--- src/rtl/variable_pkg.sv ---
// rtl/variable_pkg.sv - shared constants, types and helpers for the HP/wind game-state controller
package variable_pkg;

  localparam int          HP_MAX_DEF    = 100;
  localparam logic [15:0] WIND_SEED_DEF = 16'hACE1;

  typedef enum logic [1:0] {
    IDLE = 2'b00,
    PLAY = 2'b01,
    OVER = 2'b10
  } state_t;

  typedef enum logic [1:0] {
    NONE = 2'b00,
    P1   = 2'b01,
    P2   = 2'b10,
    DRAW = 2'b11
  } winner_t;

  // One Fibonacci step of the wind LFSR (taps 15, 13, 12, 10).
  function automatic logic [15:0] lfsr_next(input logic [15:0] l);
    return {l[14:0], l[15] ^ l[13] ^ l[12] ^ l[10]};
  endfunction

  // Sign/magnitude wind: "negative zero" collapses to plain zero.
  function automatic logic [2:0] wind_norm(input logic [2:0] w);
    return (w == 3'b100) ? 3'b000 : w;
  endfunction

  // Wind that results from stepping the LFSR once from l; only the low
  // three bits of the stepped value matter, so build them directly.
  function automatic logic [2:0] wind_step(input logic [15:0] l);
    return wind_norm({l[1:0], l[15] ^ l[13] ^ l[12] ^ l[10]});
  endfunction

  // Saturating HP decrement, evaluated one bit wider so it cannot wrap.
  function automatic logic [6:0] hp_sub(input logic [6:0] hp, input logic [4:0] d);
    logic [7:0] diff;
    diff = {1'b0, hp} - {3'b000, d};
    return ({1'b0, hp} > {3'b000, d}) ? diff[6:0] : 7'd0;
  endfunction

endpackage

--- src/rtl/wind_lfsr.sv ---
// rtl/wind_lfsr.sv - 16-bit Fibonacci LFSR with synchronous seed load and single step
module wind_lfsr
  import variable_pkg::*;
#(
  parameter logic [15:0] RST_SEED = WIND_SEED_DEF
) (
  input  logic        clk60MHz,
  input  logic        rst_n,
  input  logic        load,
  input  logic [15:0] seed,
  input  logic        step,
  output logic [15:0] lfsr
);

  logic [15:0] lfsr_q;
  logic [15:0] lfsr_d;

  // Load has priority over step; otherwise hold.
  always_comb begin
    lfsr_d = lfsr_q;
    if (load) begin
      lfsr_d = seed;
    end else if (step) begin
      lfsr_d = lfsr_next(lfsr_q);
    end
  end

  // LFSR register, returns to the seed on reset.
  always_ff @(posedge clk60MHz or negedge rst_n) begin
    if (!rst_n) begin
      lfsr_q <= RST_SEED;
    end else begin
      lfsr_q <= lfsr_d;
    end
  end

  assign lfsr = lfsr_q;

endmodule

--- src/rtl/hp_wind_ctl.sv ---
// rtl/hp_wind_ctl.sv - player HP / wind game-state controller with per-frame display latch
module hp_wind_ctl
  import variable_pkg::*;
#(
  parameter int          HP_MAX    = HP_MAX_DEF,
  parameter logic [15:0] LFSR_SEED = WIND_SEED_DEF
) (
  input  logic       clk60MHz,
  input  logic       rst_n,
  input  logic       vblnk,
  input  logic       new_game,
  input  logic       hit_p1,
  input  logic       hit_p2,
  input  logic [4:0] dmg,
  input  logic       turn_end,
  output logic [6:0] hp_player1,
  output logic [6:0] hp_player2,
  output logic [2:0] wind,
  output logic       game_over,
  output logic [1:0] winner
);

  localparam logic [6:0] HP_INIT = 7'(HP_MAX);

  state_t      state_q, state_d;
  logic [6:0]  hp1_q, hp1_d;
  logic [6:0]  hp2_q, hp2_d;
  logic [2:0]  wind_q, wind_d;
  logic        game_over_q, game_over_d;
  winner_t     winner_q, winner_d;
  logic        vblnk_q;
  logic        frame_start;
  logic [6:0]  hp1_disp_q;
  logic [6:0]  hp2_disp_q;
  logic [2:0]  wind_disp_q;
  logic [15:0] lfsr;
  logic        lfsr_load;
  logic        lfsr_step;
  logic        in_play;

  assign in_play   = (state_q == PLAY);
  assign lfsr_load = new_game;
  assign lfsr_step = in_play && turn_end && !new_game;

  wind_lfsr #(
    .RST_SEED (LFSR_SEED)
  ) u_wind_lfsr (
    .clk60MHz (clk60MHz),
    .rst_n    (rst_n),
    .load     (lfsr_load),
    .seed     (LFSR_SEED),
    .step     (lfsr_step),
    .lfsr     (lfsr)
  );

  // Internal game values: new_game reinitialises, hits and turn ends apply only in PLAY.
  always_comb begin
    hp1_d  = hp1_q;
    hp2_d  = hp2_q;
    wind_d = wind_q;
    if (new_game) begin
      hp1_d  = HP_INIT;
      hp2_d  = HP_INIT;
      wind_d = 3'b000;
    end else if (in_play) begin
      if (hit_p1) begin
        hp1_d = hp_sub(hp1_q, dmg);
      end
      if (hit_p2) begin
        hp2_d = hp_sub(hp2_q, dmg);
      end
      if (turn_end) begin
        wind_d = wind_step(lfsr);
      end
    end
  end

  // FSM state register.
  always_ff @(posedge clk60MHz or negedge rst_n) begin
    if (!rst_n) begin
      state_q <= IDLE;
    end else begin
      state_q <= state_d;
    end
  end

  // FSM next state: a fatal hit ends the game unless new_game restarts it in the same cycle.
  always_comb begin
    state_d = state_q;
    unique case (state_q)
      IDLE: if (new_game) state_d = PLAY;
      PLAY: begin
        if (new_game) begin
          state_d = PLAY;
        end else if ((hp1_d == 7'd0) || (hp2_d == 7'd0)) begin
          state_d = OVER;
        end
      end
      OVER: if (new_game) state_d = PLAY;
      default: state_d = IDLE;
    endcase
  end

  // FSM outputs, computed from the next state so the registered flags track the state register.
  always_comb begin
    game_over_d = (state_d == OVER);
    winner_d    = winner_q;
    if (new_game) begin
      winner_d = NONE;
    end else if (in_play && (state_d == OVER)) begin
      if ((hp1_d == 7'd0) && (hp2_d == 7'd0)) begin
        winner_d = DRAW;
      end else if (hp2_d == 7'd0) begin
        winner_d = P1;
      end else begin
        winner_d = P2;
      end
    end
  end

  // Internal game registers and registered FSM outputs.
  always_ff @(posedge clk60MHz or negedge rst_n) begin
    if (!rst_n) begin
      hp1_q       <= HP_INIT;
      hp2_q       <= HP_INIT;
      wind_q      <= 3'b000;
      game_over_q <= 1'b0;
      winner_q    <= NONE;
    end else begin
      hp1_q       <= hp1_d;
      hp2_q       <= hp2_d;
      wind_q      <= wind_d;
      game_over_q <= game_over_d;
      winner_q    <= winner_d;
    end
  end

  assign frame_start = vblnk && !vblnk_q;

  // Display latch: loads the values registered before the vblank rising edge, once per frame.
  always_ff @(posedge clk60MHz or negedge rst_n) begin
    if (!rst_n) begin
      vblnk_q     <= 1'b0;
      hp1_disp_q  <= HP_INIT;
      hp2_disp_q  <= HP_INIT;
      wind_disp_q <= 3'b000;
    end else begin
      vblnk_q <= vblnk;
      if (frame_start) begin
        hp1_disp_q  <= hp1_q;
        hp2_disp_q  <= hp2_q;
        wind_disp_q <= wind_q;
      end
    end
  end

  assign hp_player1 = hp1_disp_q;
  assign hp_player2 = hp2_disp_q;
  assign wind       = wind_disp_q;
  assign game_over  = game_over_q;
  assign winner     = winner_q;

endmodule

--- config.mk ---
export PLATFORM = sky130hd
export DESIGN_NAME = hp_wind_ctl
export DESIGN_NICKNAME = d
export VERILOG_FILES = /design/src/rtl/variable_pkg.sv /design/src/rtl/wind_lfsr.sv /design/src/rtl/hp_wind_ctl.sv
export SDC_FILE = /design/constraint.sdc
export NUM_CORES = 1
export LEC_CHECK = 0
export ABC_CLOCK_PERIOD_IN_PS = 2750
export CAP_MARGIN = 25
export CORE_UTILIZATION = 56
export DETAILED_ROUTE_END_ITERATION = 8
export PLACE_DENSITY = 0.79
export SLEW_MARGIN = 15
export SYNTH_ARGS = -nofsm -noshare
export SYNTH_HDL_FRONTEND = slang
export SYNTH_SLANG_ARGS = --single-unit
--- constraint.sdc ---
create_clock -name clk60MHz -period 2.75 [get_ports clk60MHz]
set_input_delay 0.55 -clock clk60MHz [delete_from_list [all_inputs] [get_ports clk60MHz]]
set_output_delay 0.55 -clock clk60MHz [all_outputs]
set_load 0.02 [all_outputs]
==> results by stage, run 1 <==
Outcome:
- The flow ran to the end, and the final reports show no timing, DRC or antenna violations.

STA:
- Timing would allow up to approximately 0.38 GHz.
- Setup repair after global routing left no endpoint under its margin.
- For the pin with the worst max-slew slack, the measured transition is 826 ps.
- The setup skew after layout is roughly 5.9 ps.
- The number of pins with negative max-slew slack in the final report was 0.
- The headroom to the max-slew limit is between 40% and 50%.
- The fraction of the cycle the final worst path needs is a little over nine tenths.
- The number of setup violations in the final report is 0.
- The final number of hold-violating endpoints came to 0.
- After layout, the minimum clock period comes to about 2600 ps.
- The final hold slack is 181 ps.

Clock network:
- The deepest level of the CTS H-tree is 2.
- The clock passes through at most 2 buffers.
- TritonCTS built the clock tree.
- After clock tree synthesis, the flow added hold-fix buffers numbering 0.
- The total CTS buffers is 5.
- The clock slew at the register clock pins of the worst setup and hold paths is about 100 ps.
- The insertion delay of the later-clocked pin in the worst-skew pair is slightly above 300 ps.
- The root buffer cell is clkbuf_8.
- The count of clock tree sinks is 56.

Power and ir drop:
- In this run the power density over the cells is between 600 and 700 nW/µm².
- The peak supply drop is 461 µV.
- The leakage power summed over all cells is around 0.0017 µW.

Floorplan:
- The starting density of the core is roughly three fifths.
- The die is around 73 µm wide.
- The number of ports placed on the die boundary is 32.
- The cell row count is 25.
- In this run the vertical extent of the chip is between 70 and 80 µm.
- The total core area is between 4000 and 5000 µm².
- The floorplan step defined a die boundary enclosing approximately 5400 µm².

Finish:
- The area growth from synthesis to final layout is 34.4%.
- The fill cell instance count of the final layout is 296.
- The number of antenna diodes in the final layout is 0.
- The number of nets at the end of the flow is 354.
- The post-route non-filler standard cell count is 396.
- The fraction of layout cells with a size suffix above 1 is 36.2%.

Routing:
- The first-iteration detailed-routing DRC count is roughly 150.
- In the final routed layout, each cell accounts on average for approximately 18 µm.
- The detail route stage leaves a number of antenna-violating nets equal to 0.
- Dividing the detail-routed via count by the number of cells gives a little under 6.
- The first TritonRoute pass finished after 4 iterations.
- After detailed routing, the number of remaining DRC violations is 0.
- The total vias in the final route is ~2.3k.
- The routed wire length is roughly 7.1 mm.

Hold path:
- The tightest min-delay check is of the in2async type.

Synth:
- The total number of yosys warnings is 0.
- By count the netlist is led by dfrtp_1, dfstp_2, nor2_1.
- The synthesized area is around 2900 µm².
- In the post-synthesis netlist, the cell with the most instances is dfrtp_1.
- The most area-hungry cell type in the Yosys netlist is dfrtp_1.
- The cell count after synthesis is approximately 250.
- The post-synthesis register bit count is 56.
- For this run, the register share of the synthesized area comes to around half.
- In this run the mean area of a mapped cell was roughly 11 µm².
- The number of nets in the synthesized netlist is 278.
- The count of flip-flops with a built-in enable after synthesis is 0.
- The number of distinct standard cells referenced by the synthesized netlist is between 50 and 60.
- After synthesis, the cell types taking the most area are dfrtp_1, dfstp_2, ha_1.
- The most used flip-flop cell after synthesis is dfrtp_1.
- The share of synthesized registers carrying an async set or reset is 100%.
- The share of the synthesized area in the top cell type is between 30% and 40%.

Setup path:
- In this run the worst setup path begins at dmg[0].
- Walking the worst path, the cells encountered are dlygate4sd2_1 > ha_1 > fa_1 > buf_4 > xnor2_1 > nor3_1 > o2111ai_2 > a221oi_4 > nand2_2 > a31o_1.
- The start-to-end type of the worst setup path is in2reg.
- Among cell families on the critical path, the largest total delay comes from compound AO/OA/AOI/OAI gates.
- The required time of the critical path is roughly 3000 ps.
- The reg-to-reg startpoint is hp1_q[2]$_DFF_PN1_.
- Along the worst path, the maximum fanout reaches 4.
- STA puts the critical path data arrival time at around 2800 ps.
- For flop-to-flop paths, the worst setup slack is about 170 ps.
- Among all stages on the critical path, the largest delay is contributed by fa_1.
- The critical path's largest stage delay is 390 ps.
- The number of buffer and inverter instances along the worst setup path is 2.
- The category of the worst setup path launch point is an input port.
- The worst setup path is captured at a register.

Placed design:
- The routability-driven placement congestion ratio is roughly 0.87.
- In this run the tool buffered the top-level ports with 31 buffer cells.
- The HPWL after detailed placement is 4.91 mm.
- The number of cells after detailed placement is approximately 380.

Global route:
- The maximum number of pins on one net before global-route repair is 23.
- The global-route wire length before repair is around 11 mm.
- The residual overflow from global routing is 0.
- The number of antenna violations at the first check in global routing is 0.
- Across every metal layer, demand over resource in global routing totals ~28%.
- The number of global-route vias before repair is approximately 2.3k.

Flow run:
- The total of max-cap violations is 0.
==> where the power goes <==
| group | internal, µW | leakage [µW] | switching (µW) |
|---|---|---|---|
| registers | 961 | 0.000687 | 96.0 |
| clock network | 275 | 0.0000558 | 262 |
| logic | 452 | 0.000954 | 436 |
| total | 1690 | 0.00170 | 794 |
==> cells in the final DEF (no fill, tap or decap), types with 3 or more instances in the layout <==
cell	n
a21oi_1	7
a22o_1	10
a22oi_1	4
buf_4	45
clkbuf_8	5
clkdlybuf4s50_1	25
dfrtp_1	36
dfstp_2	20
dlymetal6s2s_1	4
ha_1	7
ha_4	5
inv_1	8
inv_2	4
mux2_2	12
nand2_1	17
nand2b_1	6
nand3_1	3
nor2_1	19
nor2b_1	3
nor4_1	3
o21ai_0	10
o22a_1	8
o31a_1	4
xnor2_1	4
xor2_1	3
==> logic make-up after synthesis <==
logic type / Yosys count / share of synthesized area (%)
simple gates: 74 / 13.9
compound gates: 67 / 19.0
flops: 56 / 50.0
buf+inv: 20 / 2.90
fa+ha+maj: 14 / 6.67
mux: 13 / 5.09
xor+xnor: 8 / 2.46
==> stage by stage <==
step	total power, µW	instance area [µm²]	util [%]	worst slack, ps	setup TNS [ps]
2_1_floorplan	1470	2850	-	141	0
3_3_place_gp	1770	3480	72.3	-347	-2020
3_5_place_dp	1800	3480	72.3	-476	-2910
4_1_cts	2360	3630	75.3	-31.5	-32.0
5_1_grt	2600	3830	79.6	37.5	0
6_report	2480	3830	79.6	123	0
==> layout make-up <==
| type | instances | area (µm²) | area share (%) |
|---|---|---|---|
| clock buffer | 6 | 72.6 | 1.89 |
| clock inverter | 2 | 38.8 | 1.01 |
| inverter | 12 | 45.0 | 1.17 |
| multi-input combinational | 176 | 1500 | 39.2 |
| sequential | 56 | 1430 | 37.2 |
| tap | 67 | 83.8 | 2.19 |
| timing repair buffer | 77 | 663 | 17.3 |
==> what timing repair did <==
item / CTS / global route
pin swaps: 4 / 16
setup buffers: 0 / 9
gates resized for setup: 6 / 27
setup endpoints to repair: 5 / 5
==> flip-flops by register name (all words and copies together), names as in the netlist, 2 cells and up <==
signal,flops
hp1_q,7
hp2_q,7
hp_player1,7
hp_player2,7
state_q,2
u_wind_lfsr.lfsr,16
wind,3
wind_q,3
winner,2
==> routing by layer <==
metal / global-route usage, % / share of wire [%]
met4: 10.5 / 3.2
met3: 5.08 / 5.2
met2: 46.1 / 49
met5: 0 / 0
met1: 36.0 / 43
==> worst paths after layout <==
path	endpoint	cells past startpoint
setup / recovery	winner[0]$_DFFE_PN0P_	10
min in group clk60MHz	hp_player1[0]$_DFFE_PN0P_	2
hold / removal	hp_player1[0]$_DFFE_PN0P_	1
max in group asynchronous	hp1_q[5]$_DFF_PN1_	2
setup reg to reg	winner[0]$_DFFE_PN0P_	8
hold reg to reg	hp_player1[0]$_DFFE_PN0P_	2
Note: power is estimated with default switching activity, not from simulation.
==> inputs of run 2 (changes only) <==
--- a/config.mk
+++ b/config.mk
@@ -8,6 +8,7 @@
 export ABC_CLOCK_PERIOD_IN_PS = 2750
 export CAP_MARGIN = 25
 export CORE_UTILIZATION = 56
+export CTS_CLUSTER_DIAMETER = 200
 export DETAILED_ROUTE_END_ITERATION = 8
 export PLACE_DENSITY = 0.79
 export SLEW_MARGIN = 15
==> results of run 2 <==
No change in the layout: final DEF, timing and power equal those of run 1.
==> inputs of run 3 (changes only) <==
--- a/config.mk
+++ b/config.mk
@@ -7,6 +7,7 @@
 export LEC_CHECK = 0
 export ABC_CLOCK_PERIOD_IN_PS = 2750
 export CAP_MARGIN = 25
+export CORE_ASPECT_RATIO = 0.8
 export CORE_UTILIZATION = 56
 export CTS_CLUSTER_DIAMETER = 200
 export DETAILED_ROUTE_END_ITERATION = 8
==> run 3 against run 2 <==
  * The flow now finishes with violations (negative setup slack)
  * Global-route usage shrank 0.80 points
  * Total power shrank 1.7%
  * Sequential power is essentially flat
  * Design area grew 1.5%
  * Fmax shrank 6.7%
  * Utilization grew 2.6 points
  * Sequential cell count is the same
  * Critical path depth grew 2
  * Clock power shrank 17%
  * Clock skew shrank 1.3 ps
==> results by stage, run 3 (same netlist as run 1, synthesis figures left out) <==
Global route:
- The residual overflow from global routing came to 0 (unchanged).
- The maximum number of pins on one net before global-route repair is 24 (+4.3%).
- The global-route wire length before repair is 10.5 mm (-4.6%).
- The overall track demand over capacity in global routing is 26.8% (-0.80 points).
- The number of global-route vias before repair is 2221 (-3.9%).
- The number of antenna violations at the first check in global routing is 0 (unchanged).

Routing:
- The antenna violation net count after detailed routing is 0 (unchanged).
- The remaining design rule violation count is 0 (unchanged).
- The total vias in the final route is 2426 (+3.5%).
- The first-iteration detailed-routing DRC count came to 154 (unchanged).
- After detailed routing, no signal wire sits above met4.
- The detail-routed via count per cell is 6.17 (+4.3%).
- The met1 routed wirelength after detailed routing is 3.48 mm (+14%).
- The number of iterations in the first detailed-routing pass came to 4 (unchanged).
- The detailed-routed wire length on met2 is 3.80 mm (+10%).
- The met3 routed wirelength is 436 µm (+18%).
- The mean routed wirelength per cell is 19.9 µm (+11%).
- The routed wire length is 7.83 mm (+11%).

Finish:
- The final design area excluding fillers came to 3890 µm² (+1.5%).
- The number of inserted diodes is 0 (unchanged).
- The fraction of layout cells with a size suffix above 1 is 38.1% (+2.0 points).
- The post-route non-filler standard cell count is 393 (-0.76%).
- The library cell used most frequently in the layout, excluding fill and tap cells, is buf_4.
- The number of flip-flops in the largest register is 16 (unchanged).
- The area growth from synthesis to final layout is 36.4%.
- The number of nets at the end of the flow came to 358 (+1.1%).
- Leaving out fill and tap cells, the most frequent cells in the layout are buf_4, dfrtp_1, clkdlybuf4s50_1, nor2_1, dfstp_2.

Clock network:
- TritonCTS built the clock tree.
- The cell sitting at the root of the clock tree is a clkbuf_8.
- The maximum count of clock buffers along a single path was 2 (unchanged).
- The clock slew at the register clock pins of the worst setup and hold paths was 100 ps (about the same).
- The total CTS buffers is 5 (unchanged).
- The insertion delay of the later-clocked pin in the worst-skew pair is 310 ps (about the same).
- The count of clock tree sinks is 56 (unchanged).
- The deepest level of the CTS H-tree came to 2 (unchanged).

STA:
- The final number of hold-violating endpoints is 0 (unchanged).
- The setup skew after layout is 4.60 ps (-1.34 ps).
- The number of setup violations in the final report is 4 (+4).
- The final hold slack is 204 ps (+22.6 ps).
- The number of pins with negative max-slew slack in the final report is 0 (unchanged).
- The time the final worst path needs with I/O delays and setup came to 2820 ps (+190 ps).
- The fmax was 0.355 GHz (-6.7%).
- The smallest setup slack after layout was -66.9 ps (-190 ps).
- The final setup TNS is -207 ps (-207 ps).
- The slew at the pin closest to its max-slew limit is 921 ps (+95.3 ps).
- The fraction of the cycle the final worst path needs was 102% (+6.9 points).
- The headroom to the max-slew limit is 38.6% (-6.4 points).

Floorplan:
- The die outline width was 81.8 µm (+11%).
- The starting density of the core was 60.2% (+1.0 points).
- The cell row count is 22 (-12%).
- The floorplan die height is 65.8 µm (-10%).
- The total core area is 4730 µm² (-1.7%).
- The number of ports placed on the die boundary is 32 (unchanged).
- The die footprint is 5380 µm² (about the same).

Setup path:
- The critical path's largest stage delay was 500 ps (+110 ps).
- The category of the worst setup path launch point is an input port.
- In this run the critical register-to-register path is launched from hp1_q[2]$_DFF_PN1_.
- The signal on the critical path passes through clkdlybuf4s50_1 > inv_2 > ha_4 > a21oi_1 > nor2b_1 > buf_4 > nor4_1 > o2111ai_2 > a221oi_4 > nand2_2 > buf_4 > nand3b_1.
- The arrival time at the worst endpoint came to 3060 ps (+230 ps).
- The type of element capturing the critical path is a register.
- The critical path is of the in2reg type.
- The most numerous cell on the critical path is buf_4.
- In this run the worst setup path begins at dmg[3].
- The largest individual stage delay along the critical path comes from the cell clkdlybuf4s50_1.
- The required time of the critical path was 2990 ps (+40 ps).
- The highest net fanout along the worst path is 4 (unchanged).

Outcome:
- The checks that failed: negative setup slack.
- The run finished, with violations left.

Power and ir drop:
- The overall power after layout was 2440 µW (-1.7%).
- The power per cell area is 627 nW/µm² (-3.1%).
- The peak supply drop is 403 µV (-12%).
- The leakage power summed over all cells came to 0.00169 µW (-0.62%).

Placed design:
- The HPWL after detailed placement is 4.75 mm (-3.2%).
- The routability-driven placement congestion ratio is 0.811 (-6.6%).
- The count of buffers from port buffering is 31 (unchanged).
- The post-detailed-placement cell area is 3500 µm² (+0.61%).
- The number of cells after detailed placement is 376 (-0.79%).

Flow run:
- The total of max-cap violations was 0 (unchanged).

Hold path:
- The worst hold path belongs to the class in2async.
-- run 3: per-layer routing --
metal | GRT usage, % | up-vias
met5 | 0 | -
met2 | 41.1 | 95
met1 | 36.8 | 1232
met4 | 11.6 | 0
li1 | - | 1084
met3 | 5.38 | 15
-- run 3: per-stage QoR --
step / setup slack [ps] / utilization, %
2_1_floorplan: 141 / -
3_3_place_gp: -393 / 74.0
3_5_place_dp: -424 / 74.0
4_1_cts: -9.56 / 77.1
5_1_grt: -134 / 82.2
6_report: -66.9 / 82.2
-- run 3: critical path, delay by kind of cell --
family / cells / cell delay (ps)
and+or+nand+nor: 4 / 630
buffers and inverters: 4 / 890
AOI/OAI and AO/OA: 3 / 730
adders and majority gates: 1 / 270
-- run 3: worst paths after layout --
path	slack, ps	cells past startpoint	to
min in group clk60MHz	480	2	hp_player1[1]$_DFFE_PN0P_
hold reg to reg	480	2	hp_player1[1]$_DFFE_PN0P_
max in group asynchronous	1830	2	u_wind_lfsr.lfsr[11]$_DFFE_PN1P_
setup / recovery	-70	12	state_q[1]$_DFF_PN0_
setup reg to reg	240	10	state_q[1]$_DFF_PN0_
hold / removal	200	1	hp_player1[1]$_DFFE_PN0P_
-- run 3: what timing repair did --
action,CTS,global route
hold buffers,0,0
pin swaps,7,15
setup endpoints to repair,5,5
setup buffers,2,7
resized for setup,8,29
-- run 3: area by class of cell --
| cell class | instances | area, µm² |
|---|---|---|
| multi-input cells | 176 | 1570 |
| flip-flops and latches | 56 | 1430 |
| fillers | 250 | 845 |
| repair buffers | 81 | 686 |
| well taps | 60 | 75.1 |
| clock buffers | 6 | 72.6 |
| inverters | 12 | 45.0 |
| clock inverters | 2 | 16.3 |
-- run 3: report_power, final --
part | switching [µW] | internal (µW) | leakage (µW)
registers | 101 | 961 | 0.000687
logic | 451 | 480 | 0.000958
clock network | 266 | 182 | 0.0000414
